[src/rtl/tomasulo_rs.sv]
// Reservation station for one functional-unit class: holds dispatched ops until both
// operands are resolved (at dispatch or via CDB snoop) and issues the oldest ready op.
package tomasulo_pkg;
  typedef logic [3:0]  opcode_t;
  typedef logic [3:0]  tag_t;
  typedef logic [3:0]  robid_t;
  typedef logic [31:0] word_t;
  typedef logic [15:0] imm_t;

  typedef struct packed {
    logic  busy;
    tag_t  tag;
    word_t word;
  } oprand_t;

  typedef struct packed {
    logic       vld;
    tag_t       tag;
    robid_t     robid;
    logic [4:0] wa;
    word_t      wdata;
  } cdb_t;

  typedef struct packed {
    opcode_t       opcode;
    tag_t          tag;
    robid_t        robid;
    oprand_t [1:0] oprand;
    imm_t          imm;
  } dispatch_t;
endpackage

module tomasulo_rs
  import tomasulo_pkg::*;
#(
  parameter int N = 2
) (
  input  logic      clk,
  input  logic      rst,
  input  cdb_t      cdb_r,
  input  logic      dis_vld,
  input  dispatch_t dis,
  output logic      full_r,
  output logic      issue_vld_r,
  input  logic      issue_rdy,
  output opcode_t   issue_opcode_r,
  output tag_t      issue_tag_r,
  output robid_t    issue_robid_r,
  output word_t     issue_a_r,
  output word_t     issue_b_r,
  output imm_t      issue_imm_r
);

  localparam int IW = $clog2(N);
  localparam int OW = $clog2(N + 1);

  // Shift-compacted queue: slot 0 is the oldest entry, valid slots are contiguous.
  dispatch_t     ent     [N];
  logic [N-1:0]  ent_vld;
  logic [OW-1:0] occ;

  dispatch_t     ent_up  [N];
  logic [N-1:0]  vld_up;
  dispatch_t     ent_nxt [N];
  logic [N-1:0]  vld_nxt;
  logic [OW-1:0] occ_nxt;
  logic [OW-1:0] wpos;
  logic [N-1:0]  ready;
  logic [IW-1:0] sel;
  logic          any_ready;
  logic          load;
  logic          write;

  logic unused_cdb;
  assign unused_cdb = ^{cdb_r.robid, cdb_r.wa};

  function automatic oprand_t snoop(input oprand_t o, input cdb_t c);
    oprand_t r;
    r = o;
    if (c.vld && o.busy && (o.tag == c.tag)) begin
      r.busy = 1'b0;
      r.word = c.wdata;
    end
    return r;
  endfunction

  function automatic dispatch_t snoop_ent(input dispatch_t e, input cdb_t c);
    dispatch_t r;
    r           = e;
    r.oprand[0] = snoop(e.oprand[0], c);
    r.oprand[1] = snoop(e.oprand[1], c);
    return r;
  endfunction

  // Select: readiness comes from registered state only, lowest slot wins.
  always_comb begin
    sel       = '0;
    any_ready = 1'b0;
    for (int i = 0; i < N; i++) begin
      ready[i] = ent_vld[i] & ~ent[i].oprand[0].busy & ~ent[i].oprand[1].busy;
    end
    for (int i = N - 1; i >= 0; i--) begin
      if (ready[i]) begin
        sel       = IW'(i);
        any_ready = 1'b1;
      end
    end
  end

  assign load    = any_ready & (~issue_vld_r | issue_rdy);
  assign write   = dis_vld & (occ != OW'(N));
  assign wpos    = occ - {{(OW-1){1'b0}}, load};
  assign occ_nxt = occ + {{(OW-1){1'b0}}, write} - {{(OW-1){1'b0}}, load};

  always_comb begin
    for (int i = 0; i < N - 1; i++) begin
      ent_up[i] = ent[i + 1];
    end
    ent_up[N-1] = ent[N-1];
    vld_up      = {1'b0, ent_vld[N-1:1]};
  end

  // Next queue: close the gap left by the issued slot, snoop, then append the dispatch.
  always_comb begin
    for (int i = 0; i < N; i++) begin
      if (load && (i >= int'(sel))) begin
        vld_nxt[i] = vld_up[i];
        ent_nxt[i] = snoop_ent(ent_up[i], cdb_r);
      end else begin
        vld_nxt[i] = ent_vld[i];
        ent_nxt[i] = snoop_ent(ent[i], cdb_r);
      end
      if (write && (i == int'(wpos))) begin
        vld_nxt[i] = 1'b1;
        ent_nxt[i] = snoop_ent(dis, cdb_r);
      end
    end
  end

  // Control state
  always_ff @(posedge clk) begin
    if (rst) begin
      ent_vld     <= '0;
      occ         <= '0;
      full_r      <= 1'b0;
      issue_vld_r <= 1'b0;
    end else begin
      ent_vld <= vld_nxt;
      occ     <= occ_nxt;
      // Leaves room for the one dispatch already in flight from the dispatcher.
      full_r  <= (occ_nxt >= OW'(N - 1));
      if (load) begin
        issue_vld_r <= 1'b1;
      end else if (issue_rdy) begin
        issue_vld_r <= 1'b0;
      end
    end
  end

  // Payload state
  always_ff @(posedge clk) begin
    for (int i = 0; i < N; i++) begin
      ent[i] <= ent_nxt[i];
    end
    if (load) begin
      issue_opcode_r <= ent[sel].opcode;
      issue_tag_r    <= ent[sel].tag;
      issue_robid_r  <= ent[sel].robid;
      issue_a_r      <= ent[sel].oprand[0].word;
      issue_b_r      <= ent[sel].oprand[1].word;
      issue_imm_r    <= ent[sel].imm;
    end
  end

  overflow_chk: assert property (@(posedge clk) disable iff (rst)
    !(dis_vld && (occ == OW'(N))));

endmodule
[config.mk]
export PLATFORM = sky130hd
export DESIGN_NAME = tomasulo_rs
export DESIGN_NICKNAME = d
export VERILOG_FILES = /design/src/rtl/tomasulo_rs.sv
export SDC_FILE = /design/constraint.sdc
export NUM_CORES = 1
export LEC_CHECK = 0
export ABC_AREA = 1
export CAP_MARGIN = 20
export CORE_ASPECT_RATIO = 1.5
export CORE_MARGIN = 8
export CORE_UTILIZATION = 55
export DETAILED_ROUTE_END_ITERATION = 7
export PLACE_DENSITY = 0.81
export SYNTH_ARGS = -nofsm -noshare
export SYNTH_HDL_FRONTEND = slang
export SYNTH_SLANG_ARGS = --single-unit
[constraint.sdc]
create_clock -name clk -period 27 [get_ports clk]
set_clock_uncertainty 0.2 [all_clocks]
set_input_delay 6.75 -clock clk [delete_from_list [all_inputs] [get_ports clk]]
set_output_delay 6.75 -clock clk [all_outputs]
set_load 0.03 [all_outputs]
==> results.md <==
* Global routing usage on met3 at 4.287%
* Worst-skew pair later-pin latency at 0.56 ns
* Final core utilization at 69.40%
* Core area at 0.02585 sq mm
* Crit Path Category: in2reg
* P&R area growth vs syn at 24.07%
* Worst hold path endpoint: ent_vld[0]
* Setup ws final at 16.34 ns
* Switching part of the total at 39.34%
* Count of cells resized by post-cts repair at 0
* Post-Syn Area per Cell at 8.738 sq um
* Start point of the worst hold path: ent_vld[1]
* Final HPWL DP at 26.53 mm
* Slew of the pin with the lowest slew margin at 1.176 ns
* Async set-reset flop share out of synthesis at 0%
* Dominant synthesized flop cell: sky130_fd_sc_hd__edfxtp_1
* Starting density of the core at 55.93%
* Most used cells in the layout excluding fill and tap cells: 462 x sky130_fd_sc_hd__nand3_1, 385 x sky130_fd_sc_hd__nand2_1, 236 x sky130_fd_sc_hd__clkdlybuf4s50_1
* Number of global-route vias before repair at 12,940
* Worst hold path type: reg2reg
* Maximum number of pins on one net before global-route repair at 101
* CTS Buffer Depth at 3
* Net switching power at 871.4 uW
* Critical-path maximum fanout at 38
* GRT overflow at 0
* PwrDens at 123.4 mW/mm^2
* Clock slew at reported path FFs at 0.06 ns
* Total count of hold-check failures in the final report at 0
* Total power draw at 2215 uW
* Worst slack, placed at 15.62 ns
* Number of sinks driven by the clock tree at 302
* Grt peak-use layer: met2
* Rows at 72
* Status: complete, no violations
* Reg2reg path depth at 11
* Overall die area at 0.03184 sq mm
* Number of warnings reported in the yosys synthesis log at 0
* Reg-to-Reg Start: ent_vld[1]
* Launching element type of the critical path: primary input
* FILL cells at 1,958
* Netlist Area Pre-Place at 0.01446 sq mm
* Wire length of the first global-routing pass at 69.11 mm
* Cell count of the worst hold path at 2
* Cell-internal power at 1343 uW
* Post-layout minimum cycle time at 10.66 ns
* Unrepaired setup endpoints after global routing: false
* Number of port buffers at 236
* Fraction of layout instances using a drive strength above 1 at 4.619%
* Flip-flop and latch count after synthesis at 302
* Reported leakage power at 0.007695 uW
* Register area share after synthesis at 57.73%
* Sequential power share at 39.5%
* M1 GR Usage at 32.29%
* Max H-tree Level at 1
* Synthesized net count at 1,810
* Normalized max-slew margin at 21.40%
* Setup slack, reg-to-reg at 22.53 ns
* GRT Total Usage at 27.27%
* Count of flip-flops with a built-in enable after synthesis at 230
* Total iterations of the first detailed-routing run at 7
* Via total after detailed routing at 13,030
* VDD IR-drop max at 0.09157 mV
* Number of setup violations in the final report at 0
* Yosys cell types at 28
* Nature of the critical path endpoint: register
* Tcrit/Tclk final at 39.47%
* Final Net Count at 1,994
* CTS Root Cell: sky130_fd_sc_hd__clkbuf_16
* Worst path required time at 27.02 ns
* Final antenna-violating net count at 0
* Chip Width at 148.4 microns
* Top Ports at 246
* Number of DRC markers in iteration 0 at 1,300
* GPL Wtd Cong at 0.8824
* Total DRC errors in the routed layout at 0
* Most common library cell in the layout ignoring fill and taps: sky130_fd_sc_hd__nand3_1
* Post-detailed-route wirelength per cell at 20.03 microns
* Floorplan die height at 214.6 microns
* Post CTS Setup Buffer Count at 0
* Max-slew violations at 0
* Destination of the worst register-to-register timing path: ent[0][20]
* Reported max-cap violation count at 0
* Hold buffer count at cts at 0
* Setup_tns at 0 ns
* Antenna violations before repair at 0
* Clock buffer count from CTS at 29
* Antenna cell count at 0
* M2 GR Usage at 46.05%
* Portion of total power attributed to the clock network at 19.1%
* Number of instances in the synthesized netlist at 1,655
* Post-route worst hold slack at 0.3019 ns
* Via-to-Cell Ratio at 5.936
* Clock tree from TritonCTS: built
* Final Routed Wirelength at 43.98 mm
* Comb pwr share at 41.5%
* Arrival time reported for the critical path endpoint at 10.68 ns
* FMAX at 93.83 MHz
-- registers in the layout, summed over array words and instances, names as in the netlist --
register / cells
ent: 204
issue_a_r: 32
issue_b_r: 32
issue_imm_r: 16
issue_opcode_r: 4
issue_robid_r: 4
issue_tag_r: 4
ent_vld: 2
occ: 2
full_r: 1
issue_vld_r: 1
-- layer usage --
metal | part of all wire, % | routed length [microns]
met2 | 50 | 21860
met5 | 0 | 0
met3 | 9.9 | 4363
met4 | 5.4 | 2377
met1 | 35 | 15370
-- through the flow --
| step | instance area [sq um] | std cells |
|---|---|---|
| finish | 17940 | 2195 |
| global route | 17940 | 2195 |
| CTS | 17900 | 2193 |
| detailed placement | 16910 | 2139 |
| global placement | 16910 | 2139 |
| floorplan | 14460 | 1655 |
-- kinds of logic after synthesis --
| kind of cell | count (synthesis) | share of synthesized area, % |
|---|---|---|
| XOR/XNOR | 7 | 0.4759 |
| AO/OA/AOI/OAI | 146 | 5.131 |
| flip-flops | 302 | 57.73 |
| buffers and inverters | 315 | 9.085 |
| adder cells (fa/ha/maj) | 3 | 0.2596 |
| AND/OR/NAND/NOR | 882 | 27.32 |
-- power by group through the flow --
stage / combinational [uW] / sequential (uW) / clock (uW)
floorplan: 480 / 989 / 0
global placement: 866 / 876 / 0
detailed placement: 894 / 884 / 0
CTS: 901 / 876 / 424
global route: 999 / 893 / 441
finish: 918 / 875 / 422
-- area by class of cell --
class	count	area, sq um	area share (%)
clock inverters	18	176.4	0.9833
flip-flops and latches	302	8348	46.53
multi-input cells	1038	4892	27.27
repair buffers	246	2462	13.72
well taps	333	416.7	2.322
inverters	222	833.3	4.644
clock buffers	36	813.3	4.533
-- worst max path at each step --
stage	slack [ns]	from	to
floorplan	11.49	issue_rdy	ent[0][16]
global placement	15.65	issue_rdy	ent[0][69]
detailed placement	15.62	issue_rdy	ent[0][69]
CTS	16.21	issue_rdy	ent[0][70]
global route	16.11	issue_rdy	ent[0][17]
finish	16.34	issue_rdy	ent[0][20]
-- Yosys cell counts, types with 2 or more instances --
| cell type | number | area share (%) |
|---|---|---|
| sky130_fd_sc_hd__nand3_1 | 463 | 16 |
| sky130_fd_sc_hd__nand2_1 | 387 | 10 |
| sky130_fd_sc_hd__edfxtp_1 | 230 | 48 |
| sky130_fd_sc_hd__inv_1 | 216 | 5.6 |
| sky130_fd_sc_hd__o21ai_0 | 115 | 4.0 |
| sky130_fd_sc_hd__dfxtp_1 | 72 | 10 |
| sky130_fd_sc_hd__buf_2 | 54 | 1.9 |
| sky130_fd_sc_hd__clkbuf_1 | 27 | 0.70 |
| sky130_fd_sc_hd__o21ai_1 | 21 | 0.73 |
| sky130_fd_sc_hd__nor2_1 | 14 | 0.36 |
| sky130_fd_sc_hd__nor2_2 | 9 | 0.39 |
| sky130_fd_sc_hd__buf_6 | 8 | 0.62 |
| sky130_fd_sc_hd__inv_2 | 6 | 0.16 |
| sky130_fd_sc_hd__o22ai_1 | 6 | 0.26 |
| sky130_fd_sc_hd__nand2_2 | 4 | 0.17 |
| sky130_fd_sc_hd__xnor2_1 | 4 | 0.24 |
| sky130_fd_sc_hd__a21oi_1 | 3 | 0.10 |
| sky130_fd_sc_hd__buf_1 | 3 | 0.078 |
| sky130_fd_sc_hd__ha_1 | 3 | 0.26 |
| sky130_fd_sc_hd__xor2_1 | 2 | 0.12 |
-- critical path, stage by stage --
cell	delay, ns
sky130_fd_sc_hd__clkdlybuf4s50_1	0.40
sky130_fd_sc_hd__nor2_1	0.37
sky130_fd_sc_hd__a21oi_4	0.05
sky130_fd_sc_hd__ha_1	0.22
sky130_fd_sc_hd__xnor2_2	0.19
sky130_fd_sc_hd__nand3_2	0.24
sky130_fd_sc_hd__nand2_2	0.79
sky130_fd_sc_hd__inv_2	0.67
sky130_fd_sc_hd__o21ai_4	0.49
sky130_fd_sc_hd__buf_4	0.47
(Power assumes the default switching activity.)
